`config.mk`:
```
export PLATFORM = sky130hd
export DESIGN_NAME = aes_dec_axil_master
export DESIGN_NICKNAME = d
export VERILOG_FILES = /design/src/rtl/aes_dec_axil_master.sv
export SDC_FILE = /design/constraint.sdc
export NUM_CORES = 1
export LEC_CHECK = 0
export ABC_AREA = 1
export BUFFER_PORTS_ARGS = -buffer_cell sky130_fd_sc_hd__buf_2
export CORE_UTILIZATION = 36
export CTS_CLUSTER_SIZE = 28
export DETAILED_ROUTE_END_ITERATION = 8
export HOLD_SLACK_MARGIN = 0.12
export PLACE_DENSITY = 0.57
export SLEW_MARGIN = 20
export SYNTH_ARGS = -nofsm -noshare
export SYNTH_HDL_FRONTEND = slang
export SYNTH_SLANG_ARGS = --single-unit
export TNS_END_PERCENT = 100
```
`constraint.sdc`:
```
create_clock -name ACLK -period 20.4 [get_ports ACLK]
set_input_delay 6.12 -clock ACLK [delete_from_list [all_inputs] [get_ports ACLK]]
set_output_delay 6.12 -clock ACLK [all_outputs]
set_load 0.02 [all_outputs]
```
`src/rtl/aes_dec_axil_master.sv`:
```
// ---------------------------------------------------------------------------
// aes_dec_axil_master
//
// AXI4-Lite initiator that runs one complete AES-decryption transaction
// against the AES_DEC slave. It writes the key to 0x10-0x1C and the
// ciphertext to 0x00-0x0C, optionally idles for the slave's decryption
// latency, reads the plaintext from 0x20-0x2C, and returns it on a
// valid/ready response port. Only one AXI access is in flight at a time.
//
// Ports:
//   ACLK, ARESET          clock (rising edge), asynchronous active-high reset
//   req_valid/req_ready   request handshake, req_ready high only in IDLE
//   req_key, req_data     128-bit key and ciphertext, MSW goes first
//   resp_valid/resp_ready response handshake
//   resp_data, resp_err   plaintext and sticky "some BRESP/RRESP not OKAY"
//   M_AXI_*               AXI4-Lite master channels (AW, W, B, AR, R)
// ---------------------------------------------------------------------------
module aes_dec_axil_master #(
  parameter int ADDR_W      = 6,
  parameter int WAIT_CYCLES = 0
) (
  input  logic              ACLK,
  input  logic              ARESET,
  input  logic              req_valid,
  output logic              req_ready,
  input  logic [127:0]      req_key,
  input  logic [127:0]      req_data,
  output logic              resp_valid,
  input  logic              resp_ready,
  output logic [127:0]      resp_data,
  output logic              resp_err,
  output logic [ADDR_W-1:0] M_AXI_AWADDR,
  output logic [2:0]        M_AXI_AWPROT,
  output logic              M_AXI_AWVALID,
  input  logic              M_AXI_AWREADY,
  output logic [31:0]       M_AXI_WDATA,
  output logic [3:0]        M_AXI_WSTRB,
  output logic              M_AXI_WVALID,
  input  logic              M_AXI_WREADY,
  input  logic [1:0]        M_AXI_BRESP,
  input  logic              M_AXI_BVALID,
  output logic              M_AXI_BREADY,
  output logic [ADDR_W-1:0] M_AXI_ARADDR,
  output logic [2:0]        M_AXI_ARPROT,
  output logic              M_AXI_ARVALID,
  input  logic              M_AXI_ARREADY,
  input  logic [31:0]       M_AXI_RDATA,
  input  logic [1:0]        M_AXI_RRESP,
  input  logic              M_AXI_RVALID,
  output logic              M_AXI_RREADY
);

  typedef enum logic [2:0] {
    S_IDLE    = 3'd0,
    S_WR_REQ  = 3'd1,
    S_WR_RESP = 3'd2,
    S_WAIT    = 3'd3,
    S_RD_REQ  = 3'd4,
    S_RD_RESP = 3'd5,
    S_DONE    = 3'd6
  } state_t;

  state_t         state_q, state_d;
  logic [127:0]   key_q, data_q, pt_q;
  // Word counter: 0-7 while writing (0-3 key, 4-7 data); it wraps to 0
  // after the 8th write and bits [1:0] then serve as the read index.
  logic [2:0]     cnt_q;
  logic           aw_done_q, w_done_q;
  logic           err_q;
  logic [31:0]    wait_q;

  logic           aw_hs, w_hs, wr_both_done;
  logic [127:0]   wr_src;
  logic [31:0]    wr_word;

  assign aw_hs        = M_AXI_AWVALID && M_AXI_AWREADY;
  assign w_hs         = M_AXI_WVALID  && M_AXI_WREADY;
  // AW and W may complete in either order or together.
  assign wr_both_done = (aw_done_q || aw_hs) && (w_done_q || w_hs);

  assign M_AXI_AWPROT = 3'b000;
  assign M_AXI_ARPROT = 3'b000;
  assign M_AXI_WSTRB  = 4'b1111;
  assign resp_data    = pt_q;
  assign resp_err     = err_q;

  // Select the 32-bit write word addressed by the counter, MSW first.
  always_comb begin
    wr_src = cnt_q[2] ? data_q : key_q;
    case (cnt_q[1:0])
      2'd0:    wr_word = wr_src[127:96];
      2'd1:    wr_word = wr_src[95:64];
      2'd2:    wr_word = wr_src[63:32];
      default: wr_word = wr_src[31:0];
    endcase
  end

  // FSM state register.
  always_ff @(posedge ACLK or posedge ARESET) begin
    if (ARESET) begin
      state_q <= S_IDLE;
    end else begin
      state_q <= state_d;
    end
  end

  // FSM next-state logic.
  always_comb begin
    state_d = state_q;
    case (state_q)
      S_IDLE: begin
        if (req_valid) state_d = S_WR_REQ;
        else           state_d = S_IDLE;
      end
      S_WR_REQ: begin
        if (wr_both_done) state_d = S_WR_RESP;
        else              state_d = S_WR_REQ;
      end
      S_WR_RESP: begin
        if (M_AXI_BVALID) begin
          if (cnt_q == 3'd7) state_d = (WAIT_CYCLES == 0) ? S_RD_REQ : S_WAIT;
          else               state_d = S_WR_REQ;
        end else begin
          state_d = S_WR_RESP;
        end
      end
      S_WAIT: begin
        if (wait_q == 32'(WAIT_CYCLES - 1)) state_d = S_RD_REQ;
        else                                state_d = S_WAIT;
      end
      S_RD_REQ: begin
        if (M_AXI_ARREADY) state_d = S_RD_RESP;
        else               state_d = S_RD_REQ;
      end
      S_RD_RESP: begin
        if (M_AXI_RVALID) state_d = (cnt_q[1:0] == 2'd3) ? S_DONE : S_RD_REQ;
        else              state_d = S_RD_RESP;
      end
      S_DONE: begin
        if (resp_ready) state_d = S_IDLE;
        else            state_d = S_DONE;
      end
      default: state_d = S_IDLE;
    endcase
  end

  // FSM outputs; everything idles at zero outside its own state so that
  // an asynchronous reset clears the bus immediately.
  always_comb begin
    req_ready     = 1'b0;
    M_AXI_AWVALID = 1'b0;
    M_AXI_WVALID  = 1'b0;
    M_AXI_BREADY  = 1'b0;
    M_AXI_ARVALID = 1'b0;
    M_AXI_RREADY  = 1'b0;
    resp_valid    = 1'b0;
    M_AXI_AWADDR  = '0;
    M_AXI_WDATA   = 32'h0000_0000;
    M_AXI_ARADDR  = '0;
    case (state_q)
      S_IDLE:    req_ready = !ARESET;
      S_WR_REQ: begin
        // Key words land at 0x10+4i, data words at 0x00+4i.
        M_AXI_AWVALID = !aw_done_q;
        M_AXI_WVALID  = !w_done_q;
        M_AXI_AWADDR  = ADDR_W'({~cnt_q[2], cnt_q[1:0], 2'b00});
        M_AXI_WDATA   = wr_word;
      end
      S_WR_RESP: M_AXI_BREADY = 1'b1;
      S_WAIT:    req_ready    = 1'b0;
      S_RD_REQ: begin
        M_AXI_ARVALID = 1'b1;
        M_AXI_ARADDR  = ADDR_W'({2'b10, cnt_q[1:0], 2'b00});
      end
      S_RD_RESP: M_AXI_RREADY = 1'b1;
      S_DONE:    resp_valid   = 1'b1;
      default:   req_ready    = 1'b0;
    endcase
  end

  // Datapath: request capture, word counter, handshake flags, plaintext, error.
  always_ff @(posedge ACLK or posedge ARESET) begin
    if (ARESET) begin
      key_q     <= 128'd0;
      data_q    <= 128'd0;
      pt_q      <= 128'd0;
      cnt_q     <= 3'd0;
      aw_done_q <= 1'b0;
      w_done_q  <= 1'b0;
      err_q     <= 1'b0;
      wait_q    <= 32'd0;
    end else begin
      case (state_q)
        S_IDLE: begin
          if (req_valid) begin
            key_q     <= req_key;
            data_q    <= req_data;
            err_q     <= 1'b0;
            cnt_q     <= 3'd0;
            aw_done_q <= 1'b0;
            w_done_q  <= 1'b0;
          end
        end
        S_WR_REQ: begin
          if (wr_both_done) begin
            aw_done_q <= 1'b0;
            w_done_q  <= 1'b0;
          end else begin
            aw_done_q <= aw_done_q || aw_hs;
            w_done_q  <= w_done_q  || w_hs;
          end
        end
        S_WR_RESP: begin
          if (M_AXI_BVALID) begin
            err_q  <= err_q | (M_AXI_BRESP != 2'b00);
            cnt_q  <= cnt_q + 3'd1;
            wait_q <= 32'd0;
          end
        end
        S_WAIT: wait_q <= wait_q + 32'd1;
        S_RD_RESP: begin
          if (M_AXI_RVALID) begin
            err_q <= err_q | (M_AXI_RRESP != 2'b00);
            cnt_q <= cnt_q + 3'd1;
            case (cnt_q[1:0])
              2'd0:    pt_q[127:96] <= M_AXI_RDATA;
              2'd1:    pt_q[95:64]  <= M_AXI_RDATA;
              2'd2:    pt_q[63:32]  <= M_AXI_RDATA;
              default: pt_q[31:0]   <= M_AXI_RDATA;
            endcase
          end
        end
        default: err_q <= err_q;
      endcase
    end
  end

endmodule

```
; After elaboration in Yosys (flattened, before gate mapping)
; Cells that the tools add are included.
[word_totals]
in_bits = 301
regBits = 425
ram_bits = 0
romBits = 0
latchBits = 0
mem_count = 0
out_inout_bits = 190
elab_cells = 92
[classes]
n_addsub = 2
bitwise_logic = 4
div_mod_pow = 0
shift = 0
reduce_logical = 24
mul = 0
eq_ne = 14
muxes = 36
order_cmp = 0
[ops]
columns = operator, count
row1 = $mux W128, 1
row2 = $pmux W32 S3, 1
row3 = $mux W32, 2
row4 = $pmux W32 S2, 1
row5 = $add A32 B1 Y32 const B, 1
row6 = $eq A32 B32 Y1 const B, 1
row7 = $mux W3, 7
row8 = $pmux W3 S7, 1
row9 = $mux W1, 14
row10 = $eq A3 B3 Y1 const B, 4
row11 = $reduce_and A3 Y1, 4
row12 = $pmux W3 S3, 1
row13 = $reduce_bool A2 Y1, 4
row14 = $eq A3 B2 Y1 const B, 2
row15 = $mux W2, 3
row16 = $mux W6, 1
row17 = $ne A2 B2 Y1 const B, 3
row18 = $reduce_and A2 Y1, 3
row19 = $mux W5, 1
row20 = $eq A2 B2 Y1 const B, 2
row21 = $pmux W1 S2, 2
row22 = $reduce_and A4 Y1, 1
row23 = $add A3 B1 Y3 const B, 1
row24 = $eq A3 B1 Y1 const B, 1
row25 = 11 further kinds, 18

; Longest topological paths before layout
; Gate-level depths: netlist (run 1).
[depth]
ltp_word = 7
mapped_depth = 9
mapped_depth_nobuf = 9

; Least setup slack after synthesis (run 1)
; Ideal clock, no wire load.
[synth_path]
path_type = in2out
start = in ARESET
end = out req_ready
arrival_time_ns = 6.747
path_buffers = 0
path_stages = 1
required_ns = 14.280
path_slack_ns = 7.533
cell_sequence = nor4_1
[synth_between]
elab_chain_len = 2
[synth_rtl]
columns = item, line_no
row1 = "start, declared", 23  ; input logic ARESET,
row2 = $logic_not A1 Y1 (no source line), -
row3 = $mux W1, 160  ; case (state_q)
row4 = "end, declared", 25  ; output logic req_ready,
; Every way passes these cells.

; Worst setup path in the final report (run 1)
; Ends and elaborated chain as after synthesis.

==> out/summary.txt, run 1 <==
Status = completed
CP Data Required Time = 14.28 ns
Die Wd = 235 um
Synth Instances = 2398
Post-synthesis sequential area ratio = 0.544
Vias per std cell = 4.84
CTS Buf Count = 48
Vias in the first global route = 16500
Post-route clock period utilization = 0.625
Max Fclk = 0.0784 GHz
Starting density of the core = 0.364
# Post-CTS Setup Buffers = 0
Max-cap violations = 0
CP max stage cell = buf_2
Post-Place Cells = 3450
Design area = 23600 um^2
DR DRC count = 0
Synth-to-Final Area Change = 21.0%
GRT Resource Usage Total = 0.224
PD cells = 130 nW/um^2
Post-synth top cells = 1011 x nand2_1, 425 x dfrtp_1, 182 x inv_1
Crit-path cells = buf_2 > nor4_1 > buf_2
Number of flops mapped to enable cells by yosys = 0
HP Class = reg2reg
Clk root buf = clkbuf_16
Distinct cells, synth = 36
Cell repeated most along the worst path = buf_2
Total congestion overflow = 0
First-pass GRT wire length = 96900 um
Hold_sp = resp_data[90]$_DFFE_PP0P_
Yosys warns = 0
# hold bufs at CTS = 0
Top cell type by total area after synthesis = dfrtp_1
Initial antenna violation count = 12
Unrepaired setup endpoints after global routing = false
Die Span Y = 235 um
Layout cells sized above 1 = 0.228
H-tree depth = 2
CORE AREA = 53700 um^2
Post-Layout Cell Count = 3543
Crit path from = ARESET
Worst path arrival time = 6.64 ns
Yosys top cell area share = 0.544
Top FF cell, synth = dfrtp_1
CTS tree = built
Crit path capture type = primary output
Reg clk slew, reported paths = 0.06 ns
WS Path Type = in2out
Synth Cell Area = 19500 um^2
FF+latch area = 10600 um^2
Multi-input gate area = 7340 um^2
Top-count cell post-synth = nand2_1
Crit-path max cell delay = 0.21 ns
Drt total wl = 62600 um
Top Ports = 491
Pin count of the biggest net entering global routing = 179
Clk sinks = 425
ANT nets after route = 0
Wirelength per Cell = 17.7 um
Fillers = 5484
Worst slew margin = 0.354
Fin. max-slew vios = 0
RR Startpoint = state_q[1]$_DFF_PP0_
Tmin final = 12.76 ns
CP Launch Type = input pin
Site row count = 85
Setup TNS = 0 ns
CTS Buffer Depth = 3
# resized after CTS = 0
Top post-synthesis cells by area = dfrtp_1 54%, nand2_1 19%, o21ai_0 4.4%
P_leak = 0.0126 uW
1st-pass router iterations = 5
Skew-Pair Late Insertion Delay = 0.58 ns
Fin nets = 3112
Clk_skew = 0.0183 ns
Detailed placer's ending HPWL = 43600 um
Avg Cell Area, Syn = 8.15 um^2
Setup violators final = 0
Place WS = 7.67 ns
Pwr Total = 3080 uW
DR vias = 17100
Reg2Reg Setup Slack = 16.95 ns
#FFs+latches synth = 425
Final number of hold-violating endpoints = 0
Min setup slack post-route = 7.64 ns
Die area = 55200 um^2
Cell Area, Placed = 22100 um^2
GP Congestion = 0.881
Crit Path Max Fanout = 2
Worst vdd ir = 0.0649 mV
Slew @ Worst Pin = 0.969 ns
FFs w/ async S/R, synth = 1.00
Detailed router's first-iteration violation count = 1179
Port Buffers = 474
## stage by stage
stage / utilization / hold slack [ns]
global route: 0.440 / 0.488
CTS: 0.439 / 0.477
finish: 0.440 / 0.472
detailed placement: 0.411 / 0.462
floorplan: - / 0.449
global placement: 0.411 / 0.460
## worst paths after layout
check	endpoint	cells after the start
min	resp_data[90]$_DFFE_PP0P_	2
max in group asynchronous	key_q[22]$_DFFE_PP0P_	4
max reg2reg	data_q[52]$_DFFE_PP0P_	5
min reg2reg	resp_data[90]$_DFFE_PP0P_	2
min in group asynchronous	state_q[2]$_DFF_PP0_	2
max	req_ready	3
## cell families after synthesis
group	count (synthesis)	share of synthesized area
buffers and inverters	336	0.0833
xor gates and xnor gates	2	0.000897
and+or+nand+nor	1180	0.239
other	2	0.000384
adders and majority gates	7	0.00448
AOI/OAI and AO/OA	446	0.127
DFF	425	0.544
## where the power goes
group          switching (uW)  leakage, uW  total (uW)  internal, uW
sequential                141      0.00551        1260          1110
combinational             680      0.00632         971           291
clock                     357     0.000764         849           492
## per-layer routing
layer | global-route usage | wire length, um
met1 | 0.325 | 29600
met2 | 0.345 | 28400
met3 | 0.0345 | 3060
met4 | 0.0670 | 1490
met5 | 0 | 41
## critical path: cells and delay by family
kind | cells | cell delay [ns]
buf+inv | 2 | 0.35
simple gates | 1 | 0.17
## registers in the layout, indices dropped and copies added, names as in the netlist, 3 cells and up
signal     flops
state_q        3
key_q        128
resp_data    128
data_q       128
wait_q        32
cnt_q          3
## final cells by class
| cell class | instances | share of cell area |
|---|---|---|
| diodes | 8 | 0.000847 |
| clock buffers | 72 | 0.0598 |
| clock inverters | 13 | 0.00524 |
| inverters | 190 | 0.0308 |
| multi-input cells | 1651 | 0.311 |
| flip-flops and latches | 425 | 0.450 |
| well taps | 696 | 0.0369 |
| repair buffers | 488 | 0.106 |
## layout by cell type, fill, tap and decap left out, types with 2 or more instances in the layout
master	instances
dfrtp_1	424
nand3_2	4
nor3_1	3
nor2_2	4
ha_2	3
buf_2	474
nand2_1	1011
nor2_1	68
o21ai_1	82
clkbuf_16	49
nand2_4	4
a21oi_1	101
nand3_1	69
nand2_2	2
o22ai_1	33
clkinv_2	9
conb_1	16
diode_2	8
inv_2	6
inv_16	2
xor2_1	2
nand4_1	6
inv_1	181
o21ai_2	54
inv_8	2
buf_4	12
ha_1	4
clkbuf_1	13
clkbuf_8	10
nor2_4	3
o21ai_0	172
(Power assumes the default switching activity.)
==> inputs of run 2 (changes only) <==
--- a/config.mk
+++ b/config.mk
@@ -5,13 +5,13 @@
 export SDC_FILE = /design/constraint.sdc
 export NUM_CORES = 1
 export LEC_CHECK = 0
-export ABC_AREA = 1
+export ABC_AREA = 0
 export BUFFER_PORTS_ARGS = -buffer_cell sky130_fd_sc_hd__buf_2
 export CORE_UTILIZATION = 36
 export CTS_CLUSTER_SIZE = 28
 export DETAILED_ROUTE_END_ITERATION = 8
 export HOLD_SLACK_MARGIN = 0.12
-export PLACE_DENSITY = 0.57
+export PLACE_DENSITY = 0.59
 export SLEW_MARGIN = 20
 export SYNTH_ARGS = -nofsm -noshare
 export SYNTH_HDL_FRONTEND = slang
==> constraint.sdc (replaced) <==
create_clock -name ACLK -period 10.6 [get_ports ACLK]
set_input_delay 3.18 -clock ACLK [delete_from_list [all_inputs] [get_ports ACLK]]
set_output_delay 3.18 -clock ACLK [all_outputs]
set_load 0.02 [all_outputs]
==> run 2 against run 1 <==
Net effect: worst setup slack got worse by 3.9 ns; global-route usage decreased by 1.2 points; cell area decreased by 3.0%; count of clock-buffer cells in the layout decreased by 2; clock power increased by 98%; critical endpoint unchanged; largest power group unchanged; highest routed layer unchanged.
==> out/summary.txt, run 2 <==
Clk sinks = 425 (unchanged)
Final core utilization = 0.454 (was 0.440)
Pin count of the biggest net entering global routing = 232 (was 179)
First-pass GRT wire length = 87100 um (was 96900 um)
Fin. max-slew vios = 0 (unchanged)
Reg clk slew, reported paths = 0.06 ns (about the same)
Crit path capture type = primary output (unchanged)
Cell Area, Placed = 21300 um^2 (was 22100 um^2)
Site row count = 82 (was 85)
Worst hold stages = 2 (unchanged)
Max Fclk = 0.145 GHz
Worst path arrival time = 3.70 ns (was 6.64 ns)
Layout cells sized above 1 = 0.272 (was 0.228)
CTS tree = built (unchanged)
Synth-to-Final Area Change = 23.4% (was 21.0%)
Cell repeated most along the worst path = buf_2 (unchanged)
Avg Cell Area, Syn = 10.4 um^2 (was 8.15 um^2)
# hold bufs at CTS = 0 (unchanged)
Top FF cell, synth = dfrtp_1 (unchanged)
Yosys warns = 0 (unchanged)
PD cells = 298 nW/um^2 (was 130 nW/um^2)
Worst r2r path cells = 5 (unchanged)
Commonest cells after routing, fill and taps aside = 680 x nand2_1, 474 x buf_2, 424 x dfrtp_1, 128 x mux2_1, 72 x inv_1 (was 1011 x nand2_1, 474 x buf_2, 424 x dfrtp_1, 181 x inv_1, 172 x o21ai_0)
Vias in the first global route = 15300 (was 16500)
Skew-Pair Late Insertion Delay = 0.58 ns (about the same)
Synth Cell Area = 18600 um^2 (was 19500 um^2)
Crit Path Max Fanout = 2 (unchanged)
Fin nets = 2514 (was 3112)
Initial antenna violation count = 29 (was 12)
GP Congestion = 0.822 (was 0.881)
Setup TNS = 0 ns (unchanged)
Uppermost layer routed = met5 (unchanged)
Top-count cell post-synth = nand2_1 (unchanged)
Total congestion overflow = 0 (unchanged)
Post-synth top cells = 682 x nand2_1, 425 x dfrtp_1, 128 x mux2_1 (was 1011 x nand2_1, 425 x dfrtp_1, 182 x inv_1)
CP Data Required Time = 7.42 ns (was 14.28 ns)
# resized after CTS = 0 (unchanged)
ANT nets after route = 0 (unchanged)
Crit path from = ARESET (unchanged)
Levels on crit path = 3 (unchanged)
Wirelength per Cell = 18.8 um (was 17.7 um)
Drt total wl = 55100 um (was 62600 um)
DR DRC count = 0 (unchanged)
Distinct cells, synth = 49 (was 36)
Detailed router's first-iteration violation count = 1173 (was 1179)
Met2 WL post-DR = 25900 um (was 28400 um)
Slew @ Worst Pin = 1.25 ns (was 0.969 ns)
Status = completed (unchanged)
Detailed placer's ending HPWL = 36700 um (was 43600 um)
CP Launch Type = input pin (unchanged)
FFs w/ async S/R, synth = 1.00 (unchanged)
#FFs+latches synth = 425 (unchanged)
Max-cap violations = 0 (unchanged)
Buf/Inv on CP = 2 (unchanged)
Final number of hold-violating endpoints = 0 (unchanged)
Tmin final = 6.88 ns
Top cell type by total area after synthesis = dfrtp_1 (unchanged)
CORE AREA = 50500 um^2 (was 53700 um^2)
Number of flops mapped to enable cells by yosys = 0 (unchanged)
Worst slew margin = 0.168 (was 0.354)
Post-route clock period utilization = 0.649
P_leak = 0.0122 uW (was 0.0126 uW)
Top Ports = 491 (unchanged)
Post-synthesis sequential area ratio = 0.573 (was 0.544)
1st-pass router iterations = 7 (was 5)
Yosys top cell area share = 0.573 (was 0.544)
Met3 Wirelength = 4360 um (was 3060 um)
Vias per std cell = 5.03 (was 4.84)
CTS Buffer Depth = 3 (unchanged)
Worst vdd ir = 0.141 mV (was 0.0649 mV)
Most common cell after layout, fill and taps aside = nand2_1 (unchanged)
Design area = 22900 um^2 (was 23600 um^2)
# Post-CTS Setup Buffers = 0 (unchanged)
Clk root buf = clkbuf_16 (unchanged)
Port Buffers = 474 (unchanged)
WS Path Type = in2out (unchanged)
Delay-heaviest family, CP = buffers and inverters (unchanged)
H-tree depth = 2 (unchanged)
CTS Buf Count = 47 (was 48)
RR Startpoint = state_q[0]$_DFF_PP0_ (was state_q[1]$_DFF_PP0_)
Crit-path cells = buf_2 > nor4_1 > buf_2 (unchanged)
Die area = 52500 um^2 (was 55200 um^2)
GRT Resource Usage Total = 0.212 (was 0.224)
Top post-synthesis cells by area = dfrtp_1 57%, nand2_1 14%, mux2_1 7.8% (was dfrtp_1 54%, nand2_1 19%, o21ai_0 4.4%)
Die Wd = 229 um (was 235 um)
DR vias = 14700 (was 17100)
Synth Instances = 1787 (was 2398)
Worst hold slack = 0.474 ns (was 0.472 ns)
Met1 wire length = 23200 um (was 29600 um)
Pwr Total = 6830 uW (was 3080 uW)
Clk_skew = 0.0148 ns (was 0.0183 ns)
HP Class = reg2reg (unchanged)
Starting density of the core = 0.368 (was 0.364)
Hold_sp = key_q[103]$_DFFE_PP0P_ (was resp_data[90]$_DFFE_PP0P_)
Unrepaired setup endpoints after global routing = false (unchanged)
Crit-path max cell delay = 0.22 ns (was 0.21 ns)
Die Span Y = 229 um (was 235 um)
CP max stage cell = buf_2 (unchanged)
Setup violators final = 0 (unchanged)
run 2: cell count changes in the layout (fill, tap and decap cells not counted), sizes merged, moves of 57 or more:
cell and change:
o21ai -232, nand3 -57, mux2 +129, inv -118, a21oi -98, nand2 -331, a222oi +64
run 2: final timing paths:
kind                                                  end  slack (ns)
worst max-delay path                            req_ready        3.72
worst min-delay path               key_q[103]$_DFFE_PP0P_        0.47
worst max register to register     data_q[17]$_DFFE_PP0P_        7.09
worst min register to register     key_q[103]$_DFFE_PP0P_        0.47
max in group asynchronous       resp_data[58]$_DFFE_PP0P_        6.30
min in group asynchronous            resp_err$_DFFE_PP0P_        2.88
run 2: area by class of cell:
type	count	area (um^2)
Inverter	73	278
Antenna cell	14	35.0
Multi-Input combinational cell	1172	7060
Tap cell	672	841
Timing Repair Buffer	487	2500
Sequential cell	425	10600
Clock buffer	70	1350
Clock inverter	15	223
Fill cell	4854	27600
run 2: cell families after synthesis:
family | count (synthesis) | synth area share
AOI/OAI and AO/OA | 159 | 0.0625
xor gates and xnor gates | 1 | 0.000472
adders and majority gates | 7 | 0.00472
buffers and inverters | 204 | 0.0535
DFF | 425 | 0.573
muxes | 187 | 0.132
other | 2 | 0.000404
and+or+nand+nor | 802 | 0.174
run 2: power by group:
part           switching (uW)  internal [uW]
combinational            1540            907
clock                     676           1010
sequential                392           2310
total                    2610           4220
run 2: layer usage:
layer | global-route usage | vias up
li1 | - | 6826
met4 | 0.0704 | 32
met2 | 0.345 | 525
met3 | 0.0618 | 108
met1 | 0.270 | 7248
met5 | 0 | -
run 2: per-stage QoR:
stage               setup slack, ns  cells
finish                         3.72   2928
floorplan                      1.68   1801
global route                   3.60   2918
global placement               3.75   2829
detailed placement             3.73   2829
CTS                            3.72   2914
run 2: worst min-delay path: cells and delay by family (launching register included):
family | cells | cell delay (ns)
AND/OR/NAND/NOR | 2 | 0.10
flip-flops | 1 | 0.34
